--- config.mk ---
export PLATFORM = sky130hd
export DESIGN_NAME = vector_loader_flat
export DESIGN_NICKNAME = d
export VERILOG_FILES = /design/src/rtl/vector_loader_pkg.sv /design/src/rtl/vector_loader_if.sv /design/src/rtl/vector_loader_adder8.sv /design/src/rtl/vector_loader.sv /design/src/flat_wrapper.sv
export SDC_FILE = /design/constraint.sdc
export NUM_CORES = 1
export LEC_CHECK = 0
export CAP_MARGIN = 20
export CORE_AREA = 3 3 218 220
export DETAILED_ROUTE_END_ITERATION = 16
export DIE_AREA = 0 0 221 223
export HOLD_SLACK_MARGIN = 0.1
export PLACE_DENSITY = 0.72
export SYNTH_ARGS = -nofsm -noshare
export SYNTH_HDL_FRONTEND = slang
export SYNTH_SLANG_ARGS = --single-unit
--- constraint.sdc ---
create_clock -name clk -period 26.1 [get_ports clk]
set_input_delay 5.22 -clock clk [delete_from_list [all_inputs] [get_ports clk]]
set_output_delay 5.22 -clock clk [all_outputs]
set_load 0.05 [all_outputs]
--- src/rtl/vector_loader_pkg.sv ---
`default_nettype none
// ============================================================================
// Module   : vector_loader_pkg
// Purpose  : Shared lane width and loader/accumulator state encodings.
// Contents : VARWIDTH  - lane width in bits (32)
//            state_t   - STATE_LOAD (0), STATE_READY (1)
// Revision : 1.0 - initial release
// ============================================================================
package vector_loader_pkg;

  localparam int VARWIDTH = 32;

  typedef enum logic [0:0] {
    STATE_LOAD  = 1'b0,
    STATE_READY = 1'b1
  } state_t;

endpackage : vector_loader_pkg
`default_nettype wire

--- src/rtl/vector_loader_if.sv ---
`default_nettype none
// ============================================================================
// Module   : vector_loader_if
// Purpose  : Producer/consumer bundle of the vector loader.
// Ports    : in_valid/in_word/last/in_ready - word handshake (producer side)
//            ack/rdy/vals/count              - vector handshake (consumer side)
// Modports : master - environment driving words and ack
//            slave  - the loader itself
// Revision : 1.0 - initial release
// ============================================================================
interface vector_loader_if
  import vector_loader_pkg::*;
#(
  parameter int WIDTH = 16
);

  logic                      in_valid;
  logic [VARWIDTH-1:0]       in_word;
  logic                      last;
  logic                      in_ready;
  logic                      ack;
  logic                      rdy;
  logic [VARWIDTH*WIDTH-1:0] vals;
  logic [7:0]                count;

  modport master (
    output in_valid, in_word, last, ack,
    input  in_ready, rdy, vals, count
  );

  modport slave (
    input  in_valid, in_word, last, ack,
    output in_ready, rdy, vals, count
  );

endinterface : vector_loader_if
`default_nettype wire

--- src/rtl/vector_loader_adder8.sv ---
`default_nettype none
// ============================================================================
// Module   : adder8
// Purpose  : 8-bit ripple adder with carry in/out.
// Ports    : a, b   - operands
//            cin    - carry in
//            sum    - 8-bit sum
//            cout   - carry out
// Revision : 1.0 - initial release
// ============================================================================
module adder8 (
  input  logic [7:0] a,
  input  logic [7:0] b,
  input  logic       cin,
  output logic [7:0] sum,
  output logic       cout
);

  assign {cout, sum} = {1'b0, a} + {1'b0, b} + {8'b0, cin};

endmodule : adder8
`default_nettype wire

--- src/rtl/vector_loader.sv ---
`default_nettype none
// ============================================================================
// Module   : vector_loader
// Purpose  : Collects a stream of 32-bit words into a WIDTH-lane vector and
//            presents it to a consumer until acknowledged.
// Ports    : clk  - rising-edge clock
//            rst  - asynchronous active-high reset
//            EN   - global enable; all state freezes while low
//            bus  - vector_loader_if.slave (word and vector handshakes)
// Params   : WIDTH - lane count, even, 2..128
// Macro    : LOADER_ZEROPAD_EN - an accepted word with last=1 ends the vector
//            early; unwritten lanes stay 0
// Revision : 1.0 - initial release
// ============================================================================
module vector_loader
  import vector_loader_pkg::*;
#(
  parameter int WIDTH = 16
) (
  input  logic            clk,
  input  logic            rst,
  input  logic            EN,
  vector_loader_if.slave  bus
);

  state_t     state_q, state_d;
  logic [7:0] count_q, count_d;

  logic       w_accept;
  logic       w_clear;
  logic       w_full;
  logic       w_short_end;
  logic [7:0] w_sum;
  logic       w_cout;

  // The increment result is also used to spot the final lane: count+1 == WIDTH
  // is the same as count == WIDTH-1, and reusing the carry keeps the compare
  // 9 bits wide so it can never alias.
  adder8 u_inc (
    .a    (count_q),
    .b    (8'd0),
    .cin  (1'b1),
    .sum  (w_sum),
    .cout (w_cout)
  );

  assign bus.in_ready = !rst && EN && (state_q == STATE_LOAD);
  assign w_accept     = bus.in_ready && bus.in_valid;
  assign w_clear      = EN && (state_q == STATE_READY) && bus.ack;
  assign w_full       = ({w_cout, w_sum} == 9'(WIDTH));

`ifdef LOADER_ZEROPAD_EN
  assign w_short_end  = bus.last;
`else
  // last has no effect in this build; the AND keeps the input formally read.
  assign w_short_end  = bus.last & 1'b0;
`endif

  always_comb begin
    state_d = state_q;
    count_d = count_q;
    case (state_q)
      STATE_LOAD: begin
        if (w_accept) begin
          count_d = w_sum;
          if (w_full || w_short_end) begin
            state_d = STATE_READY;
          end
        end
      end
      STATE_READY: begin
        if (w_clear) begin
          count_d = 8'd0;
          state_d = STATE_LOAD;
        end
      end
      default: begin
        state_d = STATE_LOAD;
        count_d = 8'd0;
      end
    endcase
  end

  always_ff @(posedge clk or posedge rst) begin
    if (rst) begin
      state_q <= STATE_LOAD;
      count_q <= 8'd0;
    end else begin
      state_q <= state_d;
      count_q <= count_d;
    end
  end

  // One register per lane; a lane is written only when count points at it,
  // so each lane is loaded at most once per vector and unwritten lanes keep
  // the zero left by reset or ack.
  for (genvar i = 0; i < WIDTH; i++) begin : g_lane
    logic [VARWIDTH-1:0] lane_q, lane_d;

    always_comb begin
      lane_d = lane_q;
      if (w_clear) begin
        lane_d = '0;
      end else if (w_accept && (count_q == 8'(i))) begin
        lane_d = bus.in_word;
      end
    end

    always_ff @(posedge clk or posedge rst) begin
      if (rst) begin
        lane_q <= '0;
      end else begin
        lane_q <= lane_d;
      end
    end

    assign bus.vals[(i+1)*VARWIDTH-1 : i*VARWIDTH] = lane_q;
  end

  assign bus.rdy   = (state_q == STATE_READY);
  assign bus.count = count_q;

endmodule : vector_loader
`default_nettype wire

--- src/flat_wrapper.sv ---
// flat-port wrapper written by rule: the top's interface ports become plain ports
module vector_loader_flat import vector_loader_pkg::*;
#(
  parameter int WIDTH = 16
)
  (clk, rst, EN, bus_in_valid, bus_in_word, bus_last, bus_ack, bus_in_ready, bus_rdy, bus_vals, bus_count);
  vector_loader_if #(.WIDTH(WIDTH)) bus_i ();
  input  logic clk;
  input  logic rst;
  input  logic EN;
  input wire logic [$bits(bus_i.in_valid)-1:0] bus_in_valid;
  input wire logic [$bits(bus_i.in_word)-1:0] bus_in_word;
  input wire logic [$bits(bus_i.last)-1:0] bus_last;
  input wire logic [$bits(bus_i.ack)-1:0] bus_ack;
  output wire logic [$bits(bus_i.in_ready)-1:0] bus_in_ready;
  output wire logic [$bits(bus_i.rdy)-1:0] bus_rdy;
  output wire logic [$bits(bus_i.vals)-1:0] bus_vals;
  output wire logic [$bits(bus_i.count)-1:0] bus_count;
  assign bus_i.in_valid = bus_in_valid;
  assign bus_i.in_word = bus_in_word;
  assign bus_i.last = bus_last;
  assign bus_i.ack = bus_ack;
  assign bus_in_ready = bus_i.in_ready;
  assign bus_rdy = bus_i.rdy;
  assign bus_vals = bus_i.vals;
  assign bus_count = bus_i.count;
  vector_loader #(.WIDTH(WIDTH)) u_core (.clk(clk), .rst(rst), .EN(EN), .bus(bus_i));
endmodule
* Word level (Yosys, flattened, before mapping)
Cells that the tools add are included.
Storage, ports and cells: register bits 521, input port bits 38, output and inout bits 522, word-level logic and storage cells 117
Cells by class: add/sub/neg operators 1, eq/ne operators 18, multiplexer cells 39, bitwise operators 1, reductions and logical operators 40
Operator list (count):
- $mux 32 | 32
- $eq 8x4->1 const B | 8
- $eq 8x3->1 const B | 4
- $reduce_bool 2->1 | 16
- $logic_and 1x1->1 | 21
- $eq 8x2->1 const B | 2
- $mux 8 | 2
- $pmux 8 s2 | 1
- $add 8x1->9 const B | 1
- $eq 9x5->1 const B | 1
- $eq 8x1->1 const B | 1
- $logic_not 8->1 | 1
- $mux 1 | 3
- $ne 2x1->1 const B | 1
- $ne 2x2->1 const B | 1
- $pmux 1 s2 | 1
- $reduce_and 2->1 | 1
- $logic_not 1->1 | 1
- $not 1->1 | 1

* Depth between registers and ports, before layout
Gate-level depths: netlist (run 1).
word-level depth 7, gate-level depth with buffers 9, mapped depth without buffers 5

* Hierarchy
A second synthesis (run 1) with hierarchy kept.
Second synthesis, totals: cell total of the unflattened synthesis 1319, area, all modules 19025.7 µm²
Modules (own cells, without submodules):
- vector_loader | times used 1, cells each 1277, area each 18694.2 µm², seq. area each 13037.5 µm²
- adder8 | times used 1, cells each 42, area each 331.6 µm², seq. area each 0.0 µm²

* Worst setup path before layout (run 1)
Ideal clock, no wire load.
path kind input to output, start in EN, end out bus_in_ready, data arrival time 6.366 ns, data required time 20.880 ns, slack 14.514 ns, stages on the path 1, buffers on the path 0, cells stage by stage nor3b_1
Between the ends: word-level cells in the longest chain between the ends 2
RTL lines:
- from (decl) | RTL line flat_wrapper.sv:10 | input logic EN;
- $logic_and 1x1->1 (2 in a row) | RTL line vector_loader.sv:47 | assign bus.in_ready = !rst && EN && (state_q == STATE_LOAD);
- to (decl) | RTL line flat_wrapper.sv:15 | output wire logic [$bits(bus_i.in_ready)-1:0] bus_in_ready;
No other way between the ends.

* Worst setup path after layout (run 1)
start in rst, end out bus_in_ready
Between the ends: word-level cells in the longest chain between the ends 3
RTL lines:
- from (decl) | RTL line flat_wrapper.sv:9 | input logic rst;
- $logic_not 1->1 | RTL line vector_loader.sv:47
- $logic_and 1x1->1 (2 in a row) | RTL line vector_loader.sv:47
No other way between the ends.

==> flow_summary.json, run 1 <==
{
  "outcome": "completed",
  "fin_ws_ps": 13910,
  "skew_ps": 17.0,
  "min_path_cells": 2,
  "fin_util_pct": 59.5,
  "slew_violations": 0,
  "r2r_slack_ps": 23190,
  "ir_worst_vdd_uv": 96.7,
  "path_max_fanout": 4,
  "worst_pin_slew_ps": 1070,
  "synth_warnings": 0,
  "clock_latency_ps": 610,
  "synth_area_leaders": "dfrtp_1 (67%), nand2_1 (9.4%), o21ai_0 (7.1%)",
  "setup_tns_ps": 0,
  "arrival_ps": 6970,
  "crit_type": "in -> out",
  "total_leakage_power_uw": 0.0118,
  "dp_slack_ps": 13910,
  "die_x_um": 221,
  "dp_hpwl_mm": 45.8,
  "globalplace.congestion": 0.829,
  "fmax_ghz": 0.0820,
  "syn_inst": 1851,
  "drive_gt1_share_pct": 5.48,
  "route.detailed.drc": 0,
  "r2r_end": "u_core.g_lane[3].lane_q[7]$_DFFE_PP0P_",
  "fill_cells": 3748,
  "nNetsFinal": 2370,
  "initial_core_util_pct": 42.6,
  "clkSinkCount": 521,
  "yosysUniqueCellTypes": 36,
  "viasPerCell": 5.29,
  "die_area_mm2": 0.0493,
  "syn-cell-area_mm2": 0.0194,
  "cts_tree": "done",
  "drtAntennaViolNets": 0,
  "cts_root_buf": "clkbuf_16",
  "hp-start": "u_core.g_lane[9].lane_q[31]$_DFFE_PP0P_",
  "critPathLaunchType": "input port",
  "core_mm2": 0.0455,
  "grt_pass1_wl_mm": 101,
  "layout_min_cycle_time_ps": 12190,
  "wl_mm": 66.9,
  "grt_pass1_vias": 15400,
  "clockBufferDepth": 3,
  "regArea_mm2": 0.0130,
  "io_buffers": 558,
  "rsz0062_at_grt": "no",
  "die_h_um": 223,
  "post-route-period-util_pct": 46.7,
  "ys_ff_latch": 521,
  "drtPass1Iterations": 5,
  "endpoint_kind": "output port",
  "synth_top_area_share_pct": 67.3,
  "yosys_most_used_dff": "dfrtp_1",
  "grt_max_degree": 143,
  "setup_viol": 0,
  "antenna_found_initial": 3,
  "hold_viol": 0,
  "syn2layout_area_growth_pct": 39.6,
  "slew_headroom_pct": 28.7,
  "synth_edf_count": 0,
  "via_count": 15700,
  "diodes": 0,
  "r2r-start": "u_core.bus.rdy$_DFF_PP0_",
  "hold_path_class": "reg -> reg",
  "cts.hold.buffers_added": 0,
  "cts_setup_buffers": 0,
  "yosysSeqAreaShare_pct": 67.3,
  "syn_area_per_cell_um2": 10.5,
  "overflow": 0,
  "fp-row-count": 78,
  "p_per_area_mw_per_mm2": 132,
  "cap_violations": 0,
  "multi_input_area_mm2": 0.00568,
  "holdPathEnd": "u_core.g_lane[9].lane_q[31]$_DFFE_PP0P_",
  "grt_use_total_pct": 26.6,
  "pin_count": 560,
  "synth_async_sr_flop_share_pct": 100,
  "syn_nets": 1894,
  "yosys.area.top_type": "dfrtp_1",
  "h-tree-depth": 2,
  "cts_resized": 0,
  "worstRegToRegCells": 5,
  "clk_pin_slew_ps": 70,
  "cp.required_ps": 20880,
  "drt-initial-drc-count": 1388,
  "wl_per_cell_um": 22.5,
  "cts_made_buffers": 53
}
==> power breakdown <==
part	total (µW)	switching, µW	internal, µW
sequential	1180	137	1040
clock	762	325	437
combinational	1630	1150	477
total	3570	1620	1950
==> worst max path at each step <==
stage                     from                         endpoint  cells past startpoint
after floorplan            rst  u_core.bus.count[0]$_DFFE_PP0P_                      1
after global placement     rst                     bus_in_ready                      3
after detailed placement   rst                     bus_in_ready                      3
after CTS                  rst                     bus_in_ready                      3
after global routing       rst                     bus_in_ready                      3
final                      rst                     bus_in_ready                      3
==> per-layer routing <==
layer,GRT usage (%),vias to the layer above,wire length [µm]
li1,-,7183,-
met1,33.6,7717,26200
met2,43.7,677,32000
met3,7.75,134,5920
met4,10.5,0,2690
met5,0,-,0
==> registers in the layout, summed over array words and instances, names as in the netlist <==
register              cells
u_core.bus.count          8
u_core.bus.rdy            1
u_core.g_lane.lane_q    512
==> cells in the mapped netlist, types with 2 or more instances <==
cell and instances:
xor2_1 4, nand3_1 103, nor2_1 4, a41oi_2 5, clkbuf_1 89, buf_1 10
o21ai_0 274, clkbuf_2 3, inv_1 3, dfrtp_1 521, nand4_4 2, a21oi_1 35
and3_1 4, ha_1 5, buf_2 51, buf_6 8, a41oi_4 7, nand2_1 487
o21ai_1 217, nor2b_1 2, o31ai_1 2
==> cell usage in the layout, fill, tap and decap left out, types with 2 or more instances in the layout <==
cell             netlist  final
bufinv_16              0      4
clkbuf_1              89     14
o21ai_1              217    217
o31ai_1                2      2
a21oi_1               35     35
buf_4                  1     23
clkinv_2               0     13
inv_6                  0      2
clkinvlp_4             0      2
o21ai_0              274    274
clkbuf_8               0      7
clkdlybuf4s50_1        0    558
clkbuf_16              0     53
nor2b_1                2      2
nand4_4                2      3
nor2_1                 4      4
clkinv_8               0      2
dfrtp_1              521    521
nand2_1              487    487
ha_1                   5      5
a41oi_4                7     12
buf_16                 0      2
clkinv_4               0      2
and3_1                 4      3
nand3_1              103    102
xor2_1                 4      4
inv_1                  3      2
==> stage by stage <==
stage | hold slack [ps] | power, µW | instance area (µm²) | instances
global route | 501 | 3710 | 27000 | 2971
floorplan | 742 | 2200 | 19400 | 1851
detailed placement | 469 | 2820 | 25200 | 2870
global placement | 461 | 2790 | 25200 | 2870
finish | 478 | 3570 | 27000 | 2971
CTS | 482 | 3590 | 27000 | 2969
==> final cells by class <==
class / count / area share (%)
timing repair buffer: 583 / 21.5
sequential: 521 / 48.2
multi-input combinational: 1165 / 21.0
clock buffer: 74 / 5.45
tap: 600 / 2.78
clock inverter: 25 / 0.990
inverter: 3 / 0.0694
==> worst max-delay path, cell delays in order <==
cell	delay (ps)
clkdlybuf4s50_1	590
nor3b_1	310
clkdlybuf4s50_1	850
==> cell families (layout without fill, tap and decap cells) <==
kind of cell	after synthesis	after routing	synth area share (%)
xor+xnor	5	5	0.226
flops	521	521	67.3
compound gates	544	544	15.2
fa+ha+maj	5	5	0.323
simple gates	611	611	13.1
buf+inv	165	685	3.87
Note: power is estimated with default switching activity, not from simulation.
==> run 2: changes to the inputs <==
clock period = 11.9 ns   (was 26.1 ns; I/O delays follow)
==> run 2 against run 1 <==
Combinational power is 120% higher. Routed wire length is 0.69% higher. Hold slack got worse by 0.82 ps. Setup slack got worse by 8500 ps.
==> flow_summary.json, run 2 (synthesis results as in run 1) <==
{
  "outcome": "completed",
  "antenna_found_initial": 2,
  "nNetsFinal": 2369,
  "cts_tree": "done",
  "slew_violations": 0,
  "cts_made_buffers": 53,
  "dp_hpwl_mm": 46.0,
  "r2r_slack_ps": 8430,
  "cp.required_ps": 9520,
  "endpoint_kind": "output port",
  "p_per_area_mw_per_mm2": 290,
  "drtAntennaViolNets": 0,
  "path_max_fanout": 5,
  "seq_power_share_pct": 32.7,
  "cts_root_buf": "clkbuf_16",
  "die_h_um": 223,
  "cts.hold.buffers_added": 0,
  "setup_tns_ps": 0,
  "drive_gt1_share_pct": 5.53,
  "crit_path_end": "bus_in_ready",
  "cap_violations": 0,
  "syn2layout_area_growth_pct": 39.9,
  "r2r-start": "u_core.bus.rdy$_DFF_PP0_",
  "grt_max_degree": 172,
  "die_area_mm2": 0.0493,
  "p_int_uw": 4330,
  "core_mm2": 0.0455,
  "overflow": 0,
  "largest_reg_flops": 512,
  "route.detailed.drc": 0,
  "wl_mm": 67.3,
  "drtPass1Iterations": 5,
  "worst_pin_slew_ps": 1160,
  "die_x_um": 221,
  "slew_headroom_pct": 22.2,
  "rsz0062_at_grt": "no",
  "final_cell_mix": "clkdlybuf4s50_1 (558), dfrtp_1 (521), nand2_1 (487)",
  "grt_use_total_pct": 26.8,
  "hp-start": "u_core.g_lane[0].lane_q[26]$_DFFE_PP0P_",
  "cts_resized": 0,
  "post-route-period-util_pct": 54.2,
  "worstSetupStartpoint": "EN",
  "layout_min_cycle_time_ps": 6450,
  "globalplace.congestion": 0.814,
  "dp_slack_ps": 5470,
  "fmax_ghz": 0.155,
  "setup_viol": 0,
  "clock_latency_ps": 580,
  "pin_count": 560,
  "fp-row-count": 78,
  "final_common_cell": "clkdlybuf4s50_1",
  "total_leakage_power_uw": 0.0119,
  "fin_ws_ps": 5450,
  "p_sw_share_pct": 44.9,
  "cts_setup_buffers": 0,
  "h-tree-depth": 2,
  "arrival_ps": 4070,
  "hold_viol": 0,
  "clk_pin_slew_ps": 60,
  "power_frac_clock_pct": 21.7,
  "ir_worst_vdd_uv": 234,
  "wl_per_cell_um": 22.7,
  "grt_pass1_wl_mm": 101,
  "hold_path_class": "reg -> reg",
  "power.switching_uw": 3530,
  "skew_ps": 10.4,
  "clockBufferDepth": 3,
  "initial_core_util_pct": 42.6,
  "via_count": 15800,
  "critPathLaunchType": "input port",
  "io_buffers": 558,
  "drt-initial-drc-count": 1409,
  "viasPerCell": 5.33,
  "worstRegToRegCells": 4,
  "power_frac_comb_pct": 45.6,
  "clkSinkCount": 521,
  "regMostFlops": "u_core.g_lane.lane_q",
  "r2r_end": "u_core.g_lane[7].lane_q[18]$_DFFE_PP0P_",
  "crit_type": "in -> out",
  "grt_pass1_vias": 15600
}
-- run 2: worst min-delay path by stage --
stage                                                    to  cells after the start
global placement    u_core.g_lane[5].lane_q[17]$_DFFE_PP0P_                      2
CTS                 u_core.g_lane[8].lane_q[16]$_DFFE_PP0P_                      2
detailed placement  u_core.g_lane[8].lane_q[16]$_DFFE_PP0P_                      2
floorplan           u_core.g_lane[1].lane_q[10]$_DFFE_PP0P_                      2
global route        u_core.g_lane[6].lane_q[19]$_DFFE_PP0P_                      2
finish              u_core.g_lane[0].lane_q[26]$_DFFE_PP0P_                      2
-- run 2: per-stage QoR --
stage | cell area (µm²) | utilization (%) | instances | total power, µW | hold WS (ps)
2_1_floorplan | 19400 | - | 1851 | 4830 | 742
3_5_place_dp | 25300 | 55.5 | 2869 | 6190 | 469
4_1_cts | 27100 | 59.5 | 2965 | 7910 | 482
6_report | 27100 | 59.6 | 2969 | 7870 | 477
5_1_grt | 27100 | 59.6 | 2967 | 8180 | 494
3_3_place_gp | 25300 | 55.5 | 2869 | 6130 | 462
-- run 2: area by class of cell --
cell class | count | area, µm²
Clock buffer | 77 | 1590
Clock inverter | 19 | 206
Timing Repair Buffer | 582 | 5820
Inverter | 3 | 15.0
Tap cell | 600 | 751
Fill cell | 3809 | 18400
Antenna cell | 2 | 5.00
Multi-Input combinational cell | 1165 | 5680
Sequential cell | 521 | 13000
-- run 2: worst max-delay path, cell delays in order --
cell and delay (ps):
clkdlybuf4s50_1 600, nor3b_1 230, clkdlybuf4s50_1 850
-- run 2: power groups by stage --
stage,Clock (µW),Combinational [µW],Sequential [µW]
floorplan,0,481,4350
global placement,0,3560,2570
detailed placement,0,3600,2600
CTS,1730,3610,2570
global route,1800,3740,2630
finish,1710,3590,2570
-- run 2: layer usage --
layer  share of wire (%)  wire, µm  track usage (%)
met1                  40     26600             33.7
met2                  48     32300             43.9
met3                 8.6      5810             7.80
met4                 3.9      2600             10.5
met5                   0         0                0
==> run 3: changes to the inputs <==
clock period = 6.7 ns   (was 11.9 ns; I/O delays follow)
==> run 3 against run 2 <==
Clock skew about the same. Die area unchanged. Setup slack worse by 3100 ps. First-iteration DRC count down 3.7%. Global-route usage up 0.23 points. Core utilization down 0.27 points. Count of clock-buffer cells in the layout up 4. Sequential share of layout area up 0.22 points. Flip-flop and latch count unchanged. Critical path depth unchanged. Clock power up 67%. Non-clock buffer count up 3. Critical endpoint unchanged. Largest cell class unchanged.
==> flow_summary.json, run 3 (synthesis results as in run 1) <==
{
  "cp.required_ps": 5360,
  "globalplace.congestion": 0.830,
  "overflow": 0,
  "crit_type": "in -> out",
  "grt_pass1_wl_mm": 101,
  "cts_made_buffers": 52,
  "die_area_mm2": 0.0493,
  "io_buffers": 558,
  "slew_headroom_pct": 30.4,
  "antenna_found_initial": 2,
  "skew_ps": 10.1,
  "hold_viol": 0,
  "layout_min_cycle_time_ps": 4370,
  "diodes": 0,
  "grt_use_total_pct": 27.0,
  "slew_violations": 0,
  "clkSinkCount": 521,
  "p_per_area_mw_per_mm2": 512,
  "cts_resized": 0,
  "pin_count": 560,
  "fin_util_pct": 59.3,
  "min_path_cells": 2,
  "grt_pass1_vias": 15500,
  "endpoint_kind": "output port",
  "worst_pin_slew_ps": 1040,
  "crit_family": "buffers and inverters",
  "setup_viol": 0,
  "clk_pin_slew_ps": 60,
  "cts.hold.buffers_added": 0,
  "drive_gt1_share_pct": 5.24,
  "ir_worst_vdd_uv": 391,
  "cpPeakStageDelay_ps": 850,
  "path_max_fanout": 5,
  "initial_core_util_pct": 42.6,
  "cap_violations": 0,
  "syn2layout_area_growth_pct": 39.2,
  "post-route-period-util_pct": 65.2,
  "wl_per_cell_um": 23.0,
  "hp-start": "u_core.g_lane[4].lane_q[15]$_DFFE_PP0P_",
  "rsz0062_at_grt": "no",
  "holdPathEnd": "u_core.g_lane[4].lane_q[15]$_DFFE_PP0P_",
  "largest_reg_flops": 512,
  "h-tree-depth": 2,
  "path_cells": "clkdlybuf4s50_1, nor3b_1, clkdlybuf4s50_1",
  "critPathLaunchType": "input port",
  "route.detailed.drc": 0,
  "crit_top_cell": "clkdlybuf4s50_1",
  "arrival_ps": 3030,
  "stdcell_area_mm2": 0.0270,
  "fmax_ghz": 0.229,
  "grt_max_degree": 150,
  "via_count": 15900,
  "slowest_stage": "clkdlybuf4s50_1",
  "drtPass1Iterations": 5,
  "regMostFlops": "u_core.g_lane.lane_q",
  "core_mm2": 0.0455,
  "dp_hpwl_mm": 46.4,
  "cp_num_buf_inv": 2,
  "placedInstanceArea_mm2": 0.0253,
  "fill_cells": 3789,
  "final_common_cell": "clkdlybuf4s50_1",
  "r2r_end": "u_core.g_lane[15].lane_q[3]$_DFFE_PP0P_",
  "final_cell_mix": "clkdlybuf4s50_1 (558), dfrtp_1 (521), nand2_1 (487)",
  "cts_root_buf": "clkbuf_16",
  "viasPerCell": 5.35,
  "total_leakage_power_uw": 0.0118,
  "fp-row-count": 78,
  "hold_path_class": "reg -> reg",
  "die_x_um": 221,
  "timing.hold.ws_ps": 477,
  "drt-initial-drc-count": 1357,
  "worstRegToRegCells": 6,
  "cts_setup_buffers": 0,
  "r2r_slack_ps": 3810,
  "drtAntennaViolNets": 0,
  "cts_tree": "done",
  "wl_mm": 68.2,
  "nNetsFinal": 2371,
  "outcome": "completed",
  "die_h_um": 223,
  "clockBufferDepth": 3,
  "r2r-start": "u_core.bus.count[0]$_DFFE_PP0P_",
  "clock_latency_ps": 590
}
==> run 3: area by class of cell <==
| cell class | count | area, µm² | share of cell area, % |
|---|---|---|---|
| tap | 600 | 751 | 2.78 |
| inverter | 3 | 15.0 | 0.0556 |
| clock inverter | 12 | 98.8 | 0.366 |
| multi-input combinational | 1165 | 5680 | 21.1 |
| clock buffer | 81 | 1550 | 5.75 |
| sequential | 521 | 13000 | 48.3 |
| timing repair buffer | 585 | 5850 | 21.7 |
==> run 3: how the worst max path moves through the flow <==
stage | from | to | slack [ps] | cells after the start
floorplan | rst | u_core.bus.count[0]$_DFFE_PP0P_ | -1720 | 1
global placement | EN | bus_in_ready | 2350 | 3
detailed placement | EN | bus_in_ready | 2350 | 3
CTS | EN | bus_in_ready | 2340 | 3
global route | EN | bus_in_ready | 2260 | 3
finish | EN | bus_in_ready | 2330 | 3
==> run 3: power breakdown <==
part           total [µW]  switching [µW]  internal [µW]
registers            4580             530           4050
clock network        2850            1220           1630
logic                6380            4520           1860
total               13800            6280           7530
==> run 3: routing by layer <==
| metal | vias up | track usage (%) | routed length, µm |
|---|---|---|---|
| met5 | - | 0 | 0 |
| met4 | 0 | 10.2 | 2560 |
| met3 | 128 | 7.45 | 6090 |
| met2 | 698 | 44.4 | 32800 |
| met1 | 7859 | 34.4 | 26800 |
| li1 | 7174 | - | - |
==> run 3: worst register-to-register path, delay by kind of cell (launching register included) <==
| kind | cells | cell delay [ps] |
|---|---|---|
| and+or+nand+nor | 3 | 1200 |
| AOI/OAI and AO/OA | 1 | 150 |
| DFF | 1 | 530 |
| buffers and inverters | 1 | 360 |
| adders and majority gates | 1 | 560 |
==> run 3: through the flow <==
stage / instances / worst slack, ps / setup TNS (ps) / total power (µW)
3_3_place_gp: 2873 / 2350 / 0 / 10900
3_5_place_dp: 2873 / 2350 / 0 / 11000
4_1_cts: 2966 / 2340 / 0 / 13900
5_1_grt: 2967 / 2260 / 0 / 14300
2_1_floorplan: 1851 / -1720 / -895190 / 8580
6_report: 2967 / 2330 / 0 / 13800
